[src/rtl/cpu_ctrl_pkg.sv]
// rtl/cpu_ctrl_pkg.sv - shared state encoding, opcodes and control bundle for the multi-cycle controller
package cpu_ctrl_pkg;

  typedef enum logic [2:0] {
    S_FETCH     = 3'd0,
    S_DECODE    = 3'd1,
    S_EXECUTE   = 3'd2,
    S_MEMORY    = 3'd3,
    S_WRITEBACK = 3'd4,
    S_FAULT     = 3'd5
  } state_t;

  localparam logic [2:0] OP_R    = 3'b000;
  localparam logic [2:0] OP_ANDI = 3'b001;
  localparam logic [2:0] OP_ORI  = 3'b010;
  localparam logic [2:0] OP_ADDI = 3'b011;
  localparam logic [2:0] OP_SLTI = 3'b100;
  localparam logic [2:0] OP_LW   = 3'b101;
  localparam logic [2:0] OP_SW   = 3'b110;
  localparam logic [2:0] OP_BNE  = 3'b111;

  typedef enum logic [1:0] {
    ALUOP_MEM = 2'b00,
    ALUOP_BR  = 2'b01,
    ALUOP_R   = 2'b10,
    ALUOP_I   = 2'b11
  } alu_op_t;

  // Datapath controls plus the instruction-class flags the FSM sequences on
  typedef struct packed {
    logic    reg_dst;
    logic    alu_src;
    alu_op_t alu_op;
    logic    mem_to_reg;
    logic    is_mem;
    logic    is_store;
    logic    is_branch;
  } ctrl_t;

  localparam ctrl_t CTRL_NOP = '{
    reg_dst:    1'b0,
    alu_src:    1'b0,
    alu_op:     ALUOP_MEM,
    mem_to_reg: 1'b0,
    is_mem:     1'b0,
    is_store:   1'b0,
    is_branch:  1'b0
  };

  function automatic int cnt_width(input int max_val);
    return (max_val <= 0) ? 1 : $clog2(max_val + 1);
  endfunction

endpackage

[src/rtl/opcode_decoder.sv]
// rtl/opcode_decoder.sv - combinational opcode to control-bundle map with illegal-opcode flag
module opcode_decoder
  import cpu_ctrl_pkg::*;
#(
  parameter int OPCODE_W = 3
) (
  input  logic [OPCODE_W-1:0] i_opcode,
  output ctrl_t               o_ctrl,
  output logic                o_illegal
);

  logic w_upper_set;

  generate
    if (OPCODE_W > 3) begin : g_upper
      assign w_upper_set = |i_opcode[OPCODE_W-1:3];
    end else begin : g_no_upper
      assign w_upper_set = 1'b0;
    end
  endgenerate

  always_comb begin
    o_ctrl = CTRL_NOP;
    case (i_opcode[2:0])
      OP_R: begin
        o_ctrl.reg_dst = 1'b1;
        o_ctrl.alu_op  = ALUOP_R;
      end
      OP_ANDI, OP_ORI, OP_ADDI, OP_SLTI: begin
        o_ctrl.alu_src = 1'b1;
        o_ctrl.alu_op  = ALUOP_I;
      end
      OP_LW: begin
        o_ctrl.alu_src    = 1'b1;
        o_ctrl.mem_to_reg = 1'b1;
        o_ctrl.is_mem     = 1'b1;
      end
      OP_SW: begin
        o_ctrl.alu_src  = 1'b1;
        o_ctrl.is_mem   = 1'b1;
        o_ctrl.is_store = 1'b1;
      end
      OP_BNE: begin
        o_ctrl.alu_op    = ALUOP_BR;
        o_ctrl.is_branch = 1'b1;
      end
    endcase
    // An illegal opcode must never leak partial controls into the datapath
    if (w_upper_set) o_ctrl = CTRL_NOP;
  end

  assign o_illegal = w_upper_set;

endmodule

[src/rtl/multicycle_control_unit.sv]
// rtl/multicycle_control_unit.sv - FETCH/DECODE/EXECUTE/MEMORY/WRITEBACK sequencer with memory handshakes
module multicycle_control_unit
  import cpu_ctrl_pkg::*;
#(
  parameter int OPCODE_W    = 3,
  parameter int MEM_TIMEOUT = 15
) (
  input  logic                clk,
  input  logic                rst_n,
  input  logic [OPCODE_W-1:0] opcode,
  input  logic                zero,
  input  logic                imem_ack,
  input  logic                dmem_ack,
  output logic                imem_req,
  output logic                dmem_req,
  output logic                mem_write,
  output logic                ir_write,
  output logic                pc_write,
  output logic                pc_src,
  output logic                reg_dst,
  output logic                alu_src,
  output logic [1:0]          alu_op,
  output logic                mem_to_reg,
  output logic                reg_write,
  output logic                instr_done,
  output logic                fault,
  output logic [2:0]          state
);

  localparam int               CNT_W   = cnt_width(MEM_TIMEOUT);
  localparam logic [CNT_W-1:0] CNT_MAX = CNT_W'(MEM_TIMEOUT);

  state_t           r_state;
  state_t           w_state_nxt;
  logic [CNT_W-1:0] r_wait_cnt;
  ctrl_t            r_ctrl;
  ctrl_t            w_dec_ctrl;
  logic             w_illegal;
  logic             w_timeout;

  opcode_decoder #(
    .OPCODE_W (OPCODE_W)
  ) u_opcode_decoder (
    .i_opcode  (opcode),
    .o_ctrl    (w_dec_ctrl),
    .o_illegal (w_illegal)
  );

  assign w_timeout = (r_wait_cnt == CNT_MAX);

  always_ff @(posedge clk or negedge rst_n) begin
    if (!rst_n) r_state <= S_FETCH;
    else        r_state <= w_state_nxt;
  end

  // Any state change clears the count, so FETCH and MEMORY always start from zero
  always_ff @(posedge clk or negedge rst_n) begin
    if (!rst_n) begin
      r_wait_cnt <= '0;
    end else if (w_state_nxt != r_state) begin
      r_wait_cnt <= '0;
    end else if (r_state == S_FETCH || r_state == S_MEMORY) begin
      r_wait_cnt <= r_wait_cnt + CNT_W'(1);
    end
  end

  always_ff @(posedge clk or negedge rst_n) begin
    if (!rst_n)                                r_ctrl <= CTRL_NOP;
    else if (r_state == S_DECODE && !w_illegal) r_ctrl <= w_dec_ctrl;
  end

  always_comb begin
    w_state_nxt = r_state;
    imem_req    = 1'b0;
    dmem_req    = 1'b0;
    mem_write   = 1'b0;
    ir_write    = 1'b0;
    pc_write    = 1'b0;
    pc_src      = 1'b0;
    reg_write   = 1'b0;
    instr_done  = 1'b0;
    fault       = 1'b0;
    case (r_state)
      S_FETCH: begin
        imem_req = 1'b1;
        if (imem_ack) begin
          ir_write    = 1'b1;
          pc_write    = 1'b1;
          w_state_nxt = S_DECODE;
        end else if (w_timeout) begin
          w_state_nxt = S_FAULT;
        end
      end
      S_DECODE: begin
        w_state_nxt = w_illegal ? S_FAULT : S_EXECUTE;
      end
      S_EXECUTE: begin
        if (r_ctrl.is_branch) begin
          pc_write    = ~zero;
          pc_src      = ~zero;
          instr_done  = 1'b1;
          w_state_nxt = S_FETCH;
        end else if (r_ctrl.is_mem) begin
          w_state_nxt = S_MEMORY;
        end else begin
          w_state_nxt = S_WRITEBACK;
        end
      end
      S_MEMORY: begin
        dmem_req  = 1'b1;
        mem_write = r_ctrl.is_store;
        if (dmem_ack) begin
          // Stores retire on the ack itself; loads still need the writeback cycle
          if (r_ctrl.is_store) begin
            instr_done  = 1'b1;
            w_state_nxt = S_FETCH;
          end else begin
            w_state_nxt = S_WRITEBACK;
          end
        end else if (w_timeout) begin
          w_state_nxt = S_FAULT;
        end
      end
      S_WRITEBACK: begin
        reg_write   = 1'b1;
        instr_done  = 1'b1;
        w_state_nxt = S_FETCH;
      end
      S_FAULT: begin
        fault = 1'b1;
      end
      default: begin
        w_state_nxt = S_FAULT;
      end
    endcase
  end

  assign reg_dst    = r_ctrl.reg_dst;
  assign alu_src    = r_ctrl.alu_src;
  assign alu_op     = r_ctrl.alu_op;
  assign mem_to_reg = r_ctrl.mem_to_reg;
  assign state      = r_state;

endmodule

[config.mk]
export PLATFORM = sky130hd
export DESIGN_NAME = multicycle_control_unit
export DESIGN_NICKNAME = d
export VERILOG_FILES = /design/src/rtl/cpu_ctrl_pkg.sv /design/src/rtl/opcode_decoder.sv /design/src/rtl/multicycle_control_unit.sv
export SDC_FILE = /design/constraint.sdc
export NUM_CORES = 1
export LEC_CHECK = 0
export ABC_CLOCK_PERIOD_IN_PS = 2900
export BUFFER_PORTS_ARGS = -buffer_cell sky130_fd_sc_hd__buf_4
export CORE_MARGIN = 2
export CORE_UTILIZATION = 56
export CTS_CLUSTER_SIZE = 25
export DETAILED_ROUTE_END_ITERATION = 6
export PLACE_DENSITY = 0.83
export SYNTH_ARGS = -nofsm -noshare
export SYNTH_HDL_FRONTEND = slang
export SYNTH_SLANG_ARGS = --single-unit
export TNS_END_PERCENT = 50
[constraint.sdc]
create_clock -name clk -period 2.9 [get_ports clk]
set_input_delay 0.58 -clock clk [delete_from_list [all_inputs] [get_ports clk]]
set_output_delay 0.58 -clock clk [all_outputs]
set_load 0.02 [all_outputs]
-- Word-level counts from Yosys, hierarchy flattened
Cells that the tools add are included.
W data, S select, Z words.
- flip-flop bits (word level): 15
- add/subtract/negate cells: 1
- eq/ne operators: 14
- bitwise logic cells: 1
- reduce and logical (&&, ||, !) cells: 7
- multiplexer cells: 30
- operators by type and width (operator ; count):
    $eq A3 B3 Y1 const B ; 6
    $mux W1 ; 18
    $mux W3 ; 6
    $pmux W3 S6 ; 1
    $eq A3 B2 Y1 const B ; 4
    $mux W4 ; 2
    $eq A3 B1 Y1 const B ; 2
    $logic_not A3 Y1 ; 2
    $pmux W2 S3 ; 1
    $reduce_or A6 Y1 ; 1
    $add A4 B1 Y4 const B ; 1
    $eq A4 B4 Y1 const B ; 1
    $reduce_or A4 Y1 ; 1
    $ne A3 B3 Y1 ; 1
    $pmux W1 S3 ; 1
    $pmux W1 S2 ; 1
    $reduce_bool A2 Y1 ; 1
    $reduce_or A2 Y1 ; 1
    $logic_or A1 B1 Y1 ; 1
    $not A1 Y1 ; 1

-- Depth between registers and ports, before layout
Gate-level depths: netlist of run 1.
- word-level depth: 6
- mapped depth: 6
- gate-level depth less buffers: 5

-- By module
A second synthesis of run 1 with hierarchy kept.
- cells, all modules: 105
- area total of the unflattened synthesis: 1026.0 um^2
- by module, submodules not included (module ; area each (um^2) ; cells an instance ; times used):
    multicycle_control_unit ; 954.7 ; 93 ; 1
    opcode_decoder ; 71.3 ; 12 ; 1

-- Least setup slack after synthesis of run 1
Ideal clock, no wire load.
- path type: register to output
- start point: register r_state[0] (netlist: state[0])
- end point: output port pc_write
- stages on the path, launching flop included: 5
- buffers on the path: 1
- setup slack: 0.757 ns
- data arrival time: 1.563 ns
- data required time: 2.320 ns
- cell sequence: dfrtp_1 buf_6 nor3_2 and2_1 or2_1
- word-level cells in the longest chain between the ends: 2
- elaborated cells between the ends (all ways): 3
- those cells by class: eq/ne: 1; mux: 1; reduce/logical: 1
- RTL lines (element ; line ; source):
    start: declaration ; multicycle_control_unit.sv:33 ; state_t r_state;
    start signal: assignment ; multicycle_control_unit.sv:53 ; else r_state <= w_state_nxt;
    $eq A3 B2 Y1 / $logic_not A3 Y1 (equally long branches) ; multicycle_control_unit.sv:83 ; case (r_state)
    $pmux W1 S2 * ; multicycle_control_unit.sv:83 ;
    end: declaration ; multicycle_control_unit.sv:18 ; output logic pc_write,
Every way passes the cells marked *; elsewhere a longest branch is shown, timed or not.

-- Worst setup path after layout of run 1
Same ends and word-level chain as after synthesis.

==> results of run 1 <==
[final cells by class]
class | instances | share of cell area
Clock buffer | 4 | 0.0218
Inverter | 5 | 0.0176
Multi-Input combinational cell | 74 | 0.474
Sequential cell | 15 | 0.311
Tap cell | 25 | 0.0259
Timing Repair Buffer | 24 | 0.149
[synthesized netlist by cell type, drive strengths merged]
library cell	count	share of area
dfrtp	15	0.36
nor3	14	0.12
nand2	10	0.036
buf	8	0.067
o21ai	7	0.034
inv	5	0.020
nor2	5	0.020
a31oi	3	0.018
mux2	3	0.032
nand3b	3	0.025
o31ai	3	0.022
xnor2	3	0.025
xor2	3	0.032
a21oi	2	0.0096
and3	2	0.017
mux2i	2	0.019
nand3	2	0.014
a221o	1	0.0096
and2	1	0.0060
and2b	1	0.0096
clkbuf	1	0.0036
ha	1	0.012
nand2b	1	0.0060
nor3b	1	0.012
nor4	1	0.020
o211ai	1	0.0072
o22ai	1	0.0060
o2bb2a	1	0.019
o2bb2ai	1	0.0084
or2	1	0.0060
[metal layers]
| metal | share of wire | vias up | GRT usage |
|---|---|---|---|
| li1 | - | 405 | - |
| met1 | 0.41 | 382 | 0.259 |
| met5 | 0 | - | 0 |
| met3 | 0.042 | 2 | 0.0577 |
| met2 | 0.54 | 18 | 0.359 |
| met4 | 0.0092 | 0 | 0.0500 |
[critical path, delay by kind of cell (launching register included)]
kind	cells	cell delay (ps)
and+or+nand+nor	3	450
buffers and inverters	2	370
DFF	1	760
[power by group through the flow]
stage	clock network [mW]	logic [mW]	registers (mW)
finish	0.121	0.0357	0.218
global route	0.136	0.0402	0.218
CTS	0.124	0.0368	0.218
detailed placement	0	0.0367	0.222
global placement	0	0.0351	0.222
floorplan	0	0.0172	0.222
[cell families after synthesis]
group,Yosys count,share of synthesized area
AO/OA/AOI/OAI,20,0.133
XOR/XNOR,6,0.0576
adder cells (fa/ha/maj),1,0.0120
buffers and inverters,14,0.0912
flip-flops,15,0.360
multiplexers,5,0.0516
AND/OR/NAND/NOR,42,0.294
[per-stage QoR]
step	std cells	hold WS, ps	total power, mW	setup WS (ps)
after floorplan	103	284	0.239	757
after global placement	143	442	0.257	839
after detailed placement	143	446	0.259	781
after CTS	147	128	0.378	459
after global routing	147	119	0.394	316
final	147	121	0.375	457
[worst paths after layout]
path,endpoint,cells after the start
worst max register to register,r_wait_cnt[2],4
worst min-delay path,r_wait_cnt[0],1
min in group clk,mem_to_reg,2
worst max-delay path,pc_write,5
max in group asynchronous,r_ctrl[2],1
worst min register to register,mem_to_reg,2
==> flow_metrics.py, run 1 <==
metrics = {
    "status": {
        "status": "completed",
    },
    "final_layout": {
        "num-nets-final": 132,
        "fin_util": 0.691,
        "design_area_mm2": 0.00121,
        "fillers": 151,
        "antenna_cells": 0,
        "top_register": "r_wait_cnt",
        "layout_common_cells": "buf_4, dfrtp_1, nand2_1",
        "seq_area_um2": 375,
        "syn2layout_area_growth_pct": 15.7,
        "largest_register_ff_count": 4,
        "drive_gt1_frac": 0.410,
        "layout_commonest_cell": "buf_4",
        "multi_input_area_um2": 572,
    },
    "global_routing": {
        "overflow": 0,
        "antenna_found_initial": 0,
        "track_usage": 0.208,
        "grt_max_degree": 18,
        "first_global_vias": 707,
        "grt_pass1_wl_mm": 3.16,
    },
    "timing": {
        "fin_crit_ps": 2440,
        "setup_violations": 0,
        "clock.fmax_mhz": 409,
        "fin_crit_sh": 0.842,
        "fin_tns_setup_ps": 0,
        "fin_skew_ps": 1.19,
        "slew_violations": 0,
        "rsz0062_at_grt": "false",
        "relSlewSlack": 0.548,
        "final_hold_viol_count": 0,
        "worstMarginPinSlew_ps": 678,
    },
    "worst_setup_path": {
        "worstPathMaxFanout": 17,
        "crit_chain": "inv_1, nand2_1, nor3_2, or2_1, buf_4",
        "slowest_stage": "dfrtp_1",
        "arrival_ps": 1860,
        "reg2reg_slack_ps": 1210,
        "crit_start": "state[0]",
        "crit_path_end_kind": "output port",
        "r2r_start": "state[1]",
        "max_stage_delay_ps": 760,
        "setup.worst_path.start_class": "register",
        "worst_ep_required_time_ps": 2320,
        "critPathKind": "reg2out",
    },
    "clock_tree": {
        "insertion_delay_ps": 290,
        "cts_resized": 0,
        "post_cts_buffers": 0,
        "root_buffer": "clkbuf_4",
        "cts.clk_slew.worst_paths_ps": 80,
        "htree_levels": 1,
        "holdBufCountCts": 0,
        "cts_buffer_depth": 2,
        "cts_tree": "yes",
        "cts_buffers": 3,
        "cts_sinks": 15,
    },
    "yosys": {
        "ys_seq_area_frac": 0.360,
        "syn_area_per_cell_um2": 10.1,
        "syn-cell-area_mm2": 0.00104,
        "synth_nets": 112,
        "netlist_instances": 103,
        "yosys_warnings": 0,
        "yosysUniqueCellTypes": 43,
        "synth_seq_cells": 15,
    },
    "power": {
        "vdd_drop_max_mv": 0.257,
        "power_frac_seq": 0.581,
        "p_per_area_mw_per_mm2": 311,
        "power_frac_comb": 0.095,
        "p_leak_nw": 0.541,
        "clkPwrFrac": 0.324,
        "net-switching-power_uw": 90.5,
        "p_int_uw": 284,
        "switching_share": 0.242,
    },
    "floorplanning": {
        "die_area_mm2": 0.00222,
        "fp-row-count": 15,
        "die_y_um": 47.1,
        "core_area_mm2": 0.00175,
        "die_w_um": 47.1,
        "initial_utilization": 0.597,
        "io_pins": 25,
    },
    "placement": {
        "port_buffers": 24,
        "gp_congestion": 0.792,
        "hpwl_mm": 1.55,
        "placed_cell_area_mm2": 0.00118,
    },
    "routing": {
        "drtPass1Iterations": 4,
        "vias": 807,
        "routed_wl_mm": 1.96,
        "routedWlPerCell_um": 13.3,
        "ant_nets": 0,
        "viasPerCell": 5.49,
        "drcViolationCount": 0,
        "dr.first_iter.drc_count": 10,
    },
    "run": {
        "drv_cap": 0,
    },
    "min_path": {
        "hold_path_class": "in2async",
    },
}
Note: power is estimated with default switching activity, not from simulation.
==> run 2: changes to the inputs <==
--- a/config.mk
+++ b/config.mk
@@ -5,13 +5,13 @@
 export SDC_FILE = /design/constraint.sdc
 export NUM_CORES = 1
 export LEC_CHECK = 0
-export ABC_CLOCK_PERIOD_IN_PS = 2900
+export ABC_CLOCK_PERIOD_IN_PS = 2100
 export BUFFER_PORTS_ARGS = -buffer_cell sky130_fd_sc_hd__buf_4
 export CORE_MARGIN = 2
-export CORE_UTILIZATION = 56
+export CORE_UTILIZATION = 47
 export CTS_CLUSTER_SIZE = 25
 export DETAILED_ROUTE_END_ITERATION = 6
-export PLACE_DENSITY = 0.83
+export PLACE_DENSITY = 0.74
 export SYNTH_ARGS = -nofsm -noshare
 export SYNTH_HDL_FRONTEND = slang
 export SYNTH_SLANG_ARGS = --single-unit
==> constraint.sdc (replaced) <==
create_clock -name clk -period 2.1 [get_ports clk]
set_input_delay 0.42 -clock clk [delete_from_list [all_inputs] [get_ports clk]]
set_output_delay 0.42 -clock clk [all_outputs]
set_load 0.02 [all_outputs]
==> flow_metrics.py, run 2 (synthesis gave the netlist of run 1 again) <==
metrics = {
    "clock_tree": {
        "insertion_delay_ps": 290,
        "cts_buffers": 3,
        "root_buffer": "clkbuf_4",
        "post_cts_buffers": 0,
        "cts.clk_slew.worst_paths_ps": 80,
        "cts_buffer_depth": 2,
        "cts_sinks": 15,
        "htree_levels": 1,
        "cts_tree": "yes",
    },
    "routing": {
        "ant_nets": 0,
        "routed_wl_mm": 2.09,
        "routedWlPerCell_um": 13.7,
        "viasPerCell": 5.27,
        "vias": 807,
        "drtPass1Iterations": 2,
        "dr.first_iter.drc_count": 9,
        "drcViolationCount": 0,
    },
    "final_layout": {
        "drive_gt1_frac": 0.432,
        "design_area_mm2": 0.00124,
        "largest_register_ff_count": 4,
        "syn2layout_area_growth_pct": 18.7,
        "layout_common_cells": "buf_4, dfrtp_1, nand2_1",
        "top_register": "r_wait_cnt",
        "fillers": 212,
        "num-nets-final": 135,
        "layout_commonest_cell": "buf_4",
        "fin_util": 0.576,
        "antenna_cells": 0,
    },
    "power": {
        "power_frac_seq": 0.581,
        "switching_share": 0.240,
        "clkPwrFrac": 0.320,
        "p_per_area_mw_per_mm2": 418,
        "net-switching-power_uw": 124,
        "power_frac_comb": 0.099,
        "p_int_uw": 393,
        "p_leak_nw": 0.553,
        "vdd_drop_max_mv": 0.373,
    },
    "global_routing": {
        "track_usage": 0.190,
        "use_met3": 0.0526,
        "first_global_vias": 763,
        "overflow": 0,
        "grt_pass1_wl_mm": 3.55,
        "top_usage_layer": "met2",
        "antenna_found_initial": 0,
        "grt_use_met1": 0.201,
        "gr-usage-met2": 0.346,
        "grt_max_degree": 16,
    },
    "placement": {
        "gp_congestion": 0.803,
        "place_worst_setup_slack_ps": 419,
        "port_buffers": 24,
        "hpwl_mm": 1.59,
        "placed_cell_area_mm2": 0.00120,
    },
    "timing": {
        "fin_crit_sh": 0.942,
        "fin_skew_ps": 1.36,
        "fin_crit_ps": 1980,
        "fin_hold_ws_ps": 356,
        "setup_violations": 0,
        "fin_tns_setup_ps": 0,
        "slew_violations": 0,
        "final_hold_viol_count": 0,
        "worstMarginPinSlew_ps": 414,
        "rsz0062_at_grt": "false",
        "layout_setup_ws_ps": 123,
        "relSlewSlack": 0.722,
        "clock.fmax_mhz": 506,
    },
    "worst_setup_path": {
        "reg2reg_slack_ps": 500,
        "worst_ep_required_time_ps": 1680,
        "setup.worst_path.start_class": "register",
        "worstPathMaxFanout": 7,
        "arrival_ps": 1560,
        "max_stage_delay_ps": 530,
        "slowest_stage": "dfrtp_1",
        "critPathKind": "reg2out",
        "crit_chain": "inv_1, nand2_1, nor3_2, or2_1, buf_4",
        "crit_path_end_kind": "output port",
    },
    "floorplanning": {
        "die_w_um": 51.1,
        "io_pins": 25,
        "die_y_um": 51.1,
        "core_area_mm2": 0.00215,
        "initial_utilization": 0.485,
        "die_area_mm2": 0.00261,
        "fp-row-count": 17,
    },
    "status": {
        "status": "completed",
    },
    "min_path": {
        "hold_path_class": "in2reg",
    },
    "run": {
        "drv_cap": 0,
    },
}
run 2: changes by cell type in the layout (fill, tap and decap cells not counted):
cell and change:
dfrtp_2 +2, dlygate4sd3_1 +1, buf_4 +2, dfrtp_1 -2
run 2: worst max-delay path: cells and delay by family, from the launching register on:
family,cells,cell delay (ps)
buffers and inverters,2,320
flip-flops,1,530
AND/OR/NAND/NOR,3,420
run 2: cell type report:
class	instances	area, um^2	share of cell area
tap	28	35.0	0.0283
multi-input combinational	74	572	0.462
sequential	15	378	0.305
inverter	5	21.3	0.0172
clock buffer	4	26.3	0.0212
timing repair buffer	27	205	0.166
run 2: what timing repair did:
action / in CTS / in global routing
resized for setup: 0 / 2
setup endpoints to repair: 0 / 1
hold buffers: 1 / 0
hold endpoints to repair: 15 / 0
run 2: metal layers:
layer / part of all wire / vias to the layer above
met4: 0.020 / 0
li1: - / 406
met1: 0.40 / 384
met5: 0 / -
met3: 0.035 / 4
met2: 0.54 / 13
run 2: power by group through the flow:
stage                     sequential [mW]  combinational, mW  clock, mW
after floorplan                     0.306             0.0238          0
after global placement              0.306             0.0486          0
after detailed placement            0.306             0.0506          0
after CTS                           0.301             0.0523      0.176
after global routing                0.302             0.0575      0.189
final                               0.301             0.0514      0.165
run 2: final timing paths:
check | from | to | cells past startpoint
max | state[0] | pc_write | 5
min | opcode[1] | mem_to_reg | 2
max reg2reg | state[0] | r_wait_cnt[2] | 5
min reg2reg | alu_src | alu_src | 2
max in group asynchronous | rst_n | state[1] | 2
min in group asynchronous | rst_n | r_wait_cnt[1] | 2
run 2: metrics by stage:
step,total power [mW],std cells
2_1_floorplan,0.330,103
3_3_place_gp,0.355,148
3_5_place_dp,0.357,148
4_1_cts,0.529,153
5_1_grt,0.548,153
6_report,0.518,153
==> run 3: changes to the inputs <==
--- a/config.mk
+++ b/config.mk
@@ -7,11 +7,14 @@
 export LEC_CHECK = 0
 export ABC_CLOCK_PERIOD_IN_PS = 2100
 export BUFFER_PORTS_ARGS = -buffer_cell sky130_fd_sc_hd__buf_4
+export CELL_PAD_IN_SITES_DETAIL_PLACEMENT = 1
+export CELL_PAD_IN_SITES_GLOBAL_PLACEMENT = 1
+export CORE_ASPECT_RATIO = 1.75
 export CORE_MARGIN = 2
-export CORE_UTILIZATION = 47
+export CORE_UTILIZATION = 36
 export CTS_CLUSTER_SIZE = 25
 export DETAILED_ROUTE_END_ITERATION = 6
-export PLACE_DENSITY = 0.74
+export PLACE_DENSITY_LB_ADDON = 0.1
 export SYNTH_ARGS = -nofsm -noshare
 export SYNTH_HDL_FRONTEND = slang
 export SYNTH_SLANG_ARGS = --single-unit
==> flow_metrics.py, run 3 (synthesis gave the netlist of run 1 again) <==
metrics = {
    "status": {
        "status": "completed",
    },
    "final_layout": {
        "top_register": "r_wait_cnt",
        "layout_commonest_cell": "buf_4",
        "num-nets-final": 135,
        "layout_common_cells": "buf_4, dfrtp_1, nand2_1",
        "syn2layout_area_growth_pct": 19.9,
        "drive_gt1_frac": 0.424,
        "design_area_mm2": 0.00125,
        "largest_register_ff_count": 4,
        "antenna_cells": 0,
    },
    "timing": {
        "final_hold_viol_count": 0,
        "worstMarginPinSlew_ps": 392,
        "clock.fmax_mhz": 525,
        "fin_crit_ps": 1910,
        "fin_crit_sh": 0.908,
        "relSlewSlack": 0.737,
        "slew_violations": 0,
        "fin_tns_setup_ps": 0,
        "fin_skew_ps": 1.21,
        "rsz0062_at_grt": "false",
        "setup_violations": 0,
    },
    "clock_tree": {
        "root_buffer": "clkbuf_8",
        "insertion_delay_ps": 250,
        "post_cts_buffers": 0,
        "cts_resized": 0,
        "cts.clk_slew.worst_paths_ps": 60,
        "cts_tree": "yes",
        "cts_sinks": 15,
        "htree_levels": 1,
        "holdBufCountCts": 0,
        "cts_buffers": 3,
        "cts_buffer_depth": 2,
    },
    "routing": {
        "drcViolationCount": 0,
        "vias": 814,
        "ant_nets": 0,
        "drtPass1Iterations": 2,
        "routedWlPerCell_um": 15.3,
        "dr.first_iter.drc_count": 24,
        "viasPerCell": 5.36,
        "routed_wl_mm": 2.32,
    },
    "worst_setup_path": {
        "slowest_stage": "dfrtp_1",
        "max_stage_delay_ps": 580,
        "worst_r2r_path_depth": 4,
        "worst_ep_required_time_ps": 1680,
        "reg2reg_slack_ps": 490,
        "setup.worst_path.start_class": "register",
        "arrival_ps": 1490,
        "crit_chain": "nor3_2, and2_1, or2_1, buf_4",
        "reg2reg_to": "r_ctrl[0]",
        "crit_path_end_kind": "output port",
        "r2r_start": "state[1]",
        "critPathKind": "reg2out",
        "worstPathMaxFanout": 10,
    },
    "power": {
        "vdd_drop_max_mv": 0.376,
        "p_leak_nw": 0.563,
        "p_per_area_mw_per_mm2": 472,
    },
    "placement": {
        "port_buffers": 24,
        "placed_cell_area_mm2": 0.00120,
        "gp_congestion": 0.732,
        "hpwl_mm": 1.90,
    },
    "global_routing": {
        "antenna_found_initial": 0,
        "overflow": 0,
        "grt_pass1_wl_mm": 3.85,
        "grt_max_degree": 16,
        "track_usage": 0.161,
        "first_global_vias": 876,
    },
    "min_path": {
        "hold_path_class": "in2async",
    },
    "floorplanning": {
        "initial_utilization": 0.383,
        "core_area_mm2": 0.00272,
        "fp-row-count": 25,
        "io_pins": 25,
        "die_w_um": 44.7,
        "die_area_mm2": 0.00336,
        "die_y_um": 75.2,
    },
    "run": {
        "drv_cap": 0,
    },
}
[run 3: changes by cell type in the layout (fill, tap and decap cells not counted), sizes merged]
cell,delta
dlygate4sd3,-1
buf,+1
[run 3: worst max-delay path, delay by kind of cell (launching register included)]
family | cells | cell delay (ps)
flops | 1 | 580
simple gates | 3 | 490
buf+inv | 1 | 160
[run 3: power by group]
| part | internal (mW) | switching, mW | total (mW) |
|---|---|---|---|
| clock | 0.135 | 0.105 | 0.239 |
| combinational | 0.0229 | 0.0268 | 0.0496 |
| sequential | 0.296 | 0.00518 | 0.301 |
[run 3: per-stage QoR]
step / total power [mW] / setup slack (ps) / instances / hold WS, ps / util
final: 0.590 / 194 / 152 / 13.7 / 0.459
after global routing: 0.616 / 83.4 / 152 / 24.9 / 0.459
after CTS: 0.600 / 183 / 152 / 21.6 / 0.459
after detailed placement: 0.358 / 462 / 148 / 293 / 0.443
after global placement: 0.357 / 460 / 148 / 290 / 0.443
after floorplan: 0.330 / 117 / 103 / 124 / -
[run 3: final cells by class]
class                           count  area [um^2]
Clock buffer                        4         45.0
Fill cell                         331         1470
Inverter                            5         21.3
Multi-Input combinational cell     74          572
Sequential cell                    15          375
Tap cell                           27         33.8
Timing Repair Buffer               27          203
[run 3: worst max path at each step]
stage / from / endpoint / slack, ps / cells past startpoint
5_1_grt: state[2] / instr_done / 80 / 5
2_1_floorplan: state[0] / pc_write / 120 / 4
3_3_place_gp: state[2] / instr_done / 460 / 5
6_report: state[1] / pc_write / 190 / 4
4_1_cts: state[1] / pc_write / 180 / 4
3_5_place_dp: state[1] / pc_write / 460 / 4
[run 3: layer usage]
metal	global-route usage	vias to the layer above	wire, um
li1	-	403	-
met1	0.140	396	746
met2	0.325	11	1470
met3	0.0168	4	63
met4	0.0976	0	41
met5	0	-	0
